[src/rtl/stim_pkg.sv]
// Shared types for the scripted stimulus controller: ROM entry layout,
// key-press action codes and the sequencer state encoding.
package stim_pkg;

    localparam int DUR_W        = 16;
    localparam int STIM_ENTRY_W = 34;

    typedef enum logic [1:0] {
        ACT_NONE = 2'd0,
        ACT_MODE = 2'd1,
        ACT_TRIP = 2'd2,
        ACT_BOTH = 2'd3
    } stim_action_t;

    typedef struct packed {
        logic [7:0]       fork_code;
        logic [7:0]       crank_code;
        stim_action_t     action;
        logic [DUR_W-1:0] dur;
    } stim_entry_t;

    typedef enum logic [2:0] {
        ST_IDLE  = 3'd0,
        ST_FETCH = 3'd1,
        ST_APPLY = 3'd2,
        ST_HOLD  = 3'd3,
        ST_DONE  = 3'd4
    } stim_state_t;

    function automatic stim_entry_t make_entry(input logic [7:0] f, input logic [7:0] c,
                                               input stim_action_t a, input logic [DUR_W-1:0] d);
        make_entry = stim_entry_t'{fork_code: f, crank_code: c, action: a, dur: d};
    endfunction

endpackage

[src/rtl/stim_scheduler_rom.sv]
// Registered script ROM. PROFILE 0 is a single Mode-press ride segment followed
// by a terminator; PROFILE 1 is a full eight-step ride with no terminator.
module stim_rom
    import stim_pkg::*;
#(
    parameter int STEPS   = 8,
    parameter int PROFILE = 0
) (
    input  logic                      CLK,
    input  logic                      core_nReset,
    input  logic [$clog2(STEPS)-1:0]  addr,
    output logic [STIM_ENTRY_W-1:0]   data
);

    stim_entry_t data_d;
    stim_entry_t data_q;

    // Unlisted addresses read as all-zero, which doubles as the end-of-script marker.
    always_comb begin
        data_d = '0;
        if (PROFILE == 0) begin
            case (int'(addr))
                0:       data_d = make_entry(8'hA0, 8'h50, ACT_MODE, 16'd100);
                default: data_d = '0;
            endcase
        end else begin
            case (int'(addr))
                0:       data_d = make_entry(8'h11, 8'h21, ACT_BOTH, 16'd20);
                1:       data_d = make_entry(8'h12, 8'h22, ACT_NONE, 16'd3);
                2:       data_d = make_entry(8'h13, 8'h23, ACT_TRIP, 16'd1);
                3:       data_d = make_entry(8'h14, 8'h24, ACT_MODE, 16'd60);
                4:       data_d = make_entry(8'h15, 8'h25, ACT_NONE, 16'd2);
                5:       data_d = make_entry(8'h16, 8'h26, ACT_NONE, 16'd2);
                6:       data_d = make_entry(8'h17, 8'h27, ACT_NONE, 16'd2);
                7:       data_d = make_entry(8'h18, 8'h28, ACT_NONE, 16'd2);
                default: data_d = '0;
            endcase
        end
    end

    always_ff @(posedge CLK or negedge core_nReset) begin
        if (!core_nReset) data_q <= '0;
        else              data_q <= data_d;
    end

    assign data = data_q;

endmodule

[src/rtl/stim_scheduler.sv]
// Script sequencer that arbitrates fork/crank period codes and Mode/Trip keys
// between the manual switch path and the script ROM.
module stim_scheduler #(
    parameter int STEPS       = 8,
    parameter int PRESS_TICKS = 50,
    parameter int DUR_W       = 16,
    parameter int PROFILE     = 0
) (
    input  logic                     CLK,
    input  logic                     core_nReset,
    input  logic                     tick,
    input  logic                     run_en,
    input  logic                     start,
    input  logic [7:0]               manual_fork,
    input  logic [7:0]               manual_crank,
    input  logic                     manual_nMode,
    input  logic                     manual_nTrip,
    output logic [7:0]               forkinput,
    output logic [7:0]               crankinput,
    output logic                     nMode_out,
    output logic                     nTrip_out,
    output logic                     busy,
    output logic                     done,
    output logic [$clog2(STEPS)-1:0] step
);
    import stim_pkg::*;

    localparam int SW = $clog2(STEPS);
    localparam int PW = $clog2(PRESS_TICKS + 1);

    stim_state_t                 state_q, state_d;
    logic        [SW-1:0]        step_q, step_d;
    logic        [DUR_W-1:0]     dur_q, dur_d;
    logic        [PW-1:0]        press_q, press_d;
    stim_action_t                action_q, action_d;
    logic        [7:0]           fork_q, fork_d, crank_q, crank_d;
    logic        [7:0]           fork_out_q, fork_out_d, crank_out_q, crank_out_d;
    logic                        start_prev_q, start_prev_d;
    logic [STIM_ENTRY_W-1:0]     rom_bits;
    stim_entry_t                 rom_data;

    stim_rom #(.STEPS(STEPS), .PROFILE(PROFILE)) u_rom (
        .CLK        (CLK),
        .core_nReset(core_nReset),
        .addr       (step_q),
        .data       (rom_bits)
    );

    assign rom_data = stim_entry_t'(rom_bits);

    always_comb begin
        state_d      = state_q;
        step_d       = step_q;
        dur_d        = dur_q;
        press_d      = press_q;
        action_d     = action_q;
        fork_d       = fork_q;
        crank_d      = crank_q;
        start_prev_d = start;
        case (state_q)
            ST_IDLE: if (run_en && start && !start_prev_q) state_d = ST_FETCH;
            ST_FETCH: state_d = ST_APPLY;
            ST_APPLY: begin
                if (rom_data.dur == '0) begin
                    state_d = ST_DONE;
                end else begin
                    fork_d   = rom_data.fork_code;
                    crank_d  = rom_data.crank_code;
                    dur_d    = rom_data.dur;
                    press_d  = (rom_data.action != ACT_NONE) ? PW'(PRESS_TICKS) : '0;
                    action_d = rom_data.action;
                    state_d  = ST_HOLD;
                end
            end
            ST_HOLD: begin
                if (tick) begin
                    dur_d = dur_q - 1'b1;
                    if (press_q != '0) press_d = press_q - 1'b1;
                    // Last tick of the step: a press longer than the step is cut short here.
                    if (dur_q == DUR_W'(1)) begin
                        press_d = '0;
                        if (step_q == SW'(STEPS - 1)) begin
                            state_d = ST_DONE;
                        end else begin
                            step_d  = step_q + 1'b1;
                            state_d = ST_FETCH;
                        end
                    end
                end
            end
            ST_DONE: state_d = ST_DONE;
            default: state_d = ST_IDLE;
        endcase
        if (!run_en) begin
            state_d = ST_IDLE;
            step_d  = '0;
            press_d = '0;
        end
    end

    assign busy = (state_q == ST_FETCH) || (state_q == ST_APPLY) || (state_q == ST_HOLD);
    assign done = (state_q == ST_DONE);

    // Source select follows the current state, so an abort reverts the codes one cycle
    // after the FSM has already returned to IDLE; the value taken is the freshly latched one.
    always_comb begin
        fork_out_d  = (busy || done) ? fork_d  : manual_fork;
        crank_out_d = (busy || done) ? crank_d : manual_crank;
    end

    always_ff @(posedge CLK or negedge core_nReset) begin
        if (!core_nReset) begin
            state_q      <= ST_IDLE;
            step_q       <= '0;
            dur_q        <= '0;
            press_q      <= '0;
            action_q     <= ACT_NONE;
            fork_q       <= '0;
            crank_q      <= '0;
            fork_out_q   <= '0;
            crank_out_q  <= '0;
            start_prev_q <= 1'b0;
        end else begin
            state_q      <= state_d;
            step_q       <= step_d;
            dur_q        <= dur_d;
            press_q      <= press_d;
            action_q     <= action_d;
            fork_q       <= fork_d;
            crank_q      <= crank_d;
            fork_out_q   <= fork_out_d;
            crank_out_q  <= crank_out_d;
            start_prev_q <= start_prev_d;
        end
    end

    assign forkinput  = fork_out_q;
    assign crankinput = crank_out_q;
    assign step       = step_q;
    // Keys are gated straight from the press register so an async reset releases them at once.
    assign nMode_out  = manual_nMode & ~((press_q != '0) & action_q[0]);
    assign nTrip_out  = manual_nTrip & ~((press_q != '0) & action_q[1]);

endmodule

[config.mk]
export PLATFORM = sky130hd
export DESIGN_NAME = stim_scheduler
export DESIGN_NICKNAME = d
export VERILOG_FILES = /design/src/rtl/stim_pkg.sv /design/src/rtl/stim_scheduler_rom.sv /design/src/rtl/stim_scheduler.sv
export SDC_FILE = /design/constraint.sdc
export NUM_CORES = 1
export LEC_CHECK = 0
export CORE_MARGIN = 1
export CORE_UTILIZATION = 35
export DETAILED_ROUTE_END_ITERATION = 7
export PLACE_DENSITY_LB_ADDON = 0.08
export SLEW_MARGIN = 20
export SYNTH_ARGS = -nofsm -noshare
export SYNTH_HDL_FRONTEND = slang
export SYNTH_SLANG_ARGS = --single-unit
[constraint.sdc]
create_clock -name CLK -period 2.6 [get_ports CLK]
set_clock_uncertainty 0.1 [all_clocks]
set_input_delay 0.26 -clock CLK [delete_from_list [all_inputs] [get_ports CLK]]
set_output_delay 0.26 -clock CLK [all_outputs]
set_load 0.01 [all_outputs]
==> flow_summary.toml <==
[final_layout]
fin_util_pct = 46.5
antenna_cells = 0
final_nets = 332
final_cell_mix = "dfrtp_1 (63), clkdlybuf4s50_1 (42), nor2_1 (18), mux2_2 (18)"
drive_above_1_share_pct = 16.6
final_common_cell = "dfrtp_1"
n_fill_cell = 734
area_delta_synth_final_pct = 26.5

[place]
gp_congestion = 0.753
port-buffer-count = 43
hpwl_um = 3820

[grt]
grt_pass1_wl_um = 9330
antenna_found_initial = 0
grt_pass1_vias = 1942
overflow = 0
grt_usage_pct = 14.4
grt_max_degree = 37

[cts]
cts_resized = 0
clkLatencyLatePin_ns = 0.34
cts_tree = "built"
cts-root-buf = "clkbuf_8"
h-tree-depth = 3
numCtsBuffers = 9
clock-sinks = 63
path_clk_slew_ns = 0.07
clockBufferDepth = 2

[sta]
hold_viol_final = 0
worst_pin_slew_ns = 0.690
holdWs_ns = 0.309
finalCriticalPeriod_ns = 2.35
slew_viol_final = 0
rsz0062_at_grt = "false"
setup_viol = 0
setup-tns-final_ns = 0
max_slew_margin_pct = 54.0
fin_crit_sh_pct = 90.4
max_freq_mhz = 426

[logic_synthesis]
syn_area_per_cell_sq_um = 11.6
synth.yosys.warnings = 0
synth_edf_count = 0
synthArstFlopShare_pct = 100
ys_seq_area_share_pct = 55.0
synth_area_sq_um = 2870
synth_cell_types = 51
ys_ff_latch = 63
ys.flop_type = "dfrtp_1"
synth_nets = 278
netlist_instances = 248

[drt]
dr.pass1.iters = 4
drt-initial-drc-count = 141
antenna_left = 0
wl_per_cell_um = 13.5
wl_um = 5520
drcViolationCount = 0
num_vias = 1957
vias_per_cell = 4.78

[die]
io_pins = 46
num_rows = 32
core_area_sq_um = 7810
die_h_um = 92.5
design.die.area_sq_um = 8560
die_w_um = 92.5
start_util_pct = 36.7

[critical_path]
cp.arrival_ns = 1.99
criticalPathCategory = "register to output port"
r2r_cells = 5
crit_fanout = 5
required_ns = 2.24
setup.worst_path.start_class = "register"
cp-end-kind = "output port"

[power]
power_density_nw_per_um2 = 881
leakage_uw = 0.00157
ir_drop_uv = 466

[hold_path]
hold_path_depth = 1
hp-class = "primary input to register"

[status]
outcome = "complete, no violations"

[run]
maxCapViolations = 0
[critical path, stage by stage (launching register included)]
cell and delay (ns):
dfrtp_1 0.43, nor3_1 0.25, nand3b_1 0.21, a21boi_0 0.21, clkdlybuf4s50_1 0.55
[Yosys cell counts (3+ instances only)]
library cell,n,area [sq um]
dfrtp_1,63,1580
mux2_2,18,203
nor2_1,18,67.6
and2_1,16,100
nand2_1,16,60.1
xnor2_1,11,96.3
inv_1,9,33.8
a21oi_1,7,35.0
ha_1,7,87.6
nand2b_1,7,43.8
o21ai_0,7,35.0
nor3_1,6,30.0
nor2b_1,5,31.3
clkbuf_1,4,15.0
nor4_1,4,25.0
nor3b_1,3,22.5
xor2_1,3,26.3
[worst paths after layout]
| check | start | endpoint | slack [ns] |
|---|---|---|---|
| min | start | start_prev_q | 0.31 |
| min reg2reg | fork_q[5] | fork_q[5] | 0.36 |
| max | press_q[2] | nMode_out | 0.25 |
| max reg2reg | state_q[1] | dur_q[11] | 0.43 |
| min in group asynchronous | core_nReset | press_q[2] | 0.39 |
| max in group asynchronous | core_nReset | u_rom.data[5] | 1.38 |
[layer usage]
layer / vias up / track usage [%] / part of all wire [%]
met5: - / 0 / 0
met4: 0 / 7.42 / 1.2
met3: 5 / 4.52 / 5.1
met2: 40 / 20.4 / 42
met1: 949 / 19.6 / 52
li1: 963 / - / -
[kinds of logic (layout without fill, tap and decap cells)]
logic type,after synthesis,in the layout,synth area share [%]
XOR/XNOR,14,14,4.28
AO/OA/AOI/OAI,30,30,6.68
adder cells (fa/ha/maj),7,7,3.06
multiplexers,21,21,8.29
AND/OR/NAND/NOR,96,96,20.1
buffers and inverters,17,76,2.57
flip-flops,63,63,55.0
[area by class of cell]
cell class                 instances  area, sq um  area share, %
clock buffer                       9          124           3.41
clock inverter                     7         48.8           1.35
inverter                           9         33.8          0.931
multi-input combinational        168         1220           33.5
sequential                        63         1580           43.5
tap                              102          128           3.52
timing repair buffer              51          500           13.8
[report_power, final]
group | internal (uW) | total, uW | switching [uW]
logic | 597 | 1150 | 550
clock network | 347 | 757 | 410
registers | 1160 | 1290 | 134
total | 2100 | 3200 | 1090
[flip-flops by register name (all words and copies together), names as in the netlist]
register / cells
crank_q: 8
step: 3
crankinput: 8
fork_q: 8
state_q: 3
action_q: 1
dur_q: 16
start_prev_q: 1
u_rom.data: 1
forkinput: 8
press_q: 6
[what timing repair did]
item                       4_1_cts  5_1_grt
hold buffers                     1        0
setup endpoints to repair        0        0
hold endpoints to repair        27        0
setup buffers                    0        0
[metrics by stage]
step                setup WS, ns  instance area, sq um  total power [uW]  instances
finish                     0.250                  3630              3200        409
global route               0.104                  3630              3400        409
CTS                        0.228                  3630              3250        409
detailed placement         0.286                  3440              2470        392
global placement           0.296                  3440              2470        392
floorplan                  0.629                  2870              2000        248
Note: power is estimated with default switching activity, not from simulation.
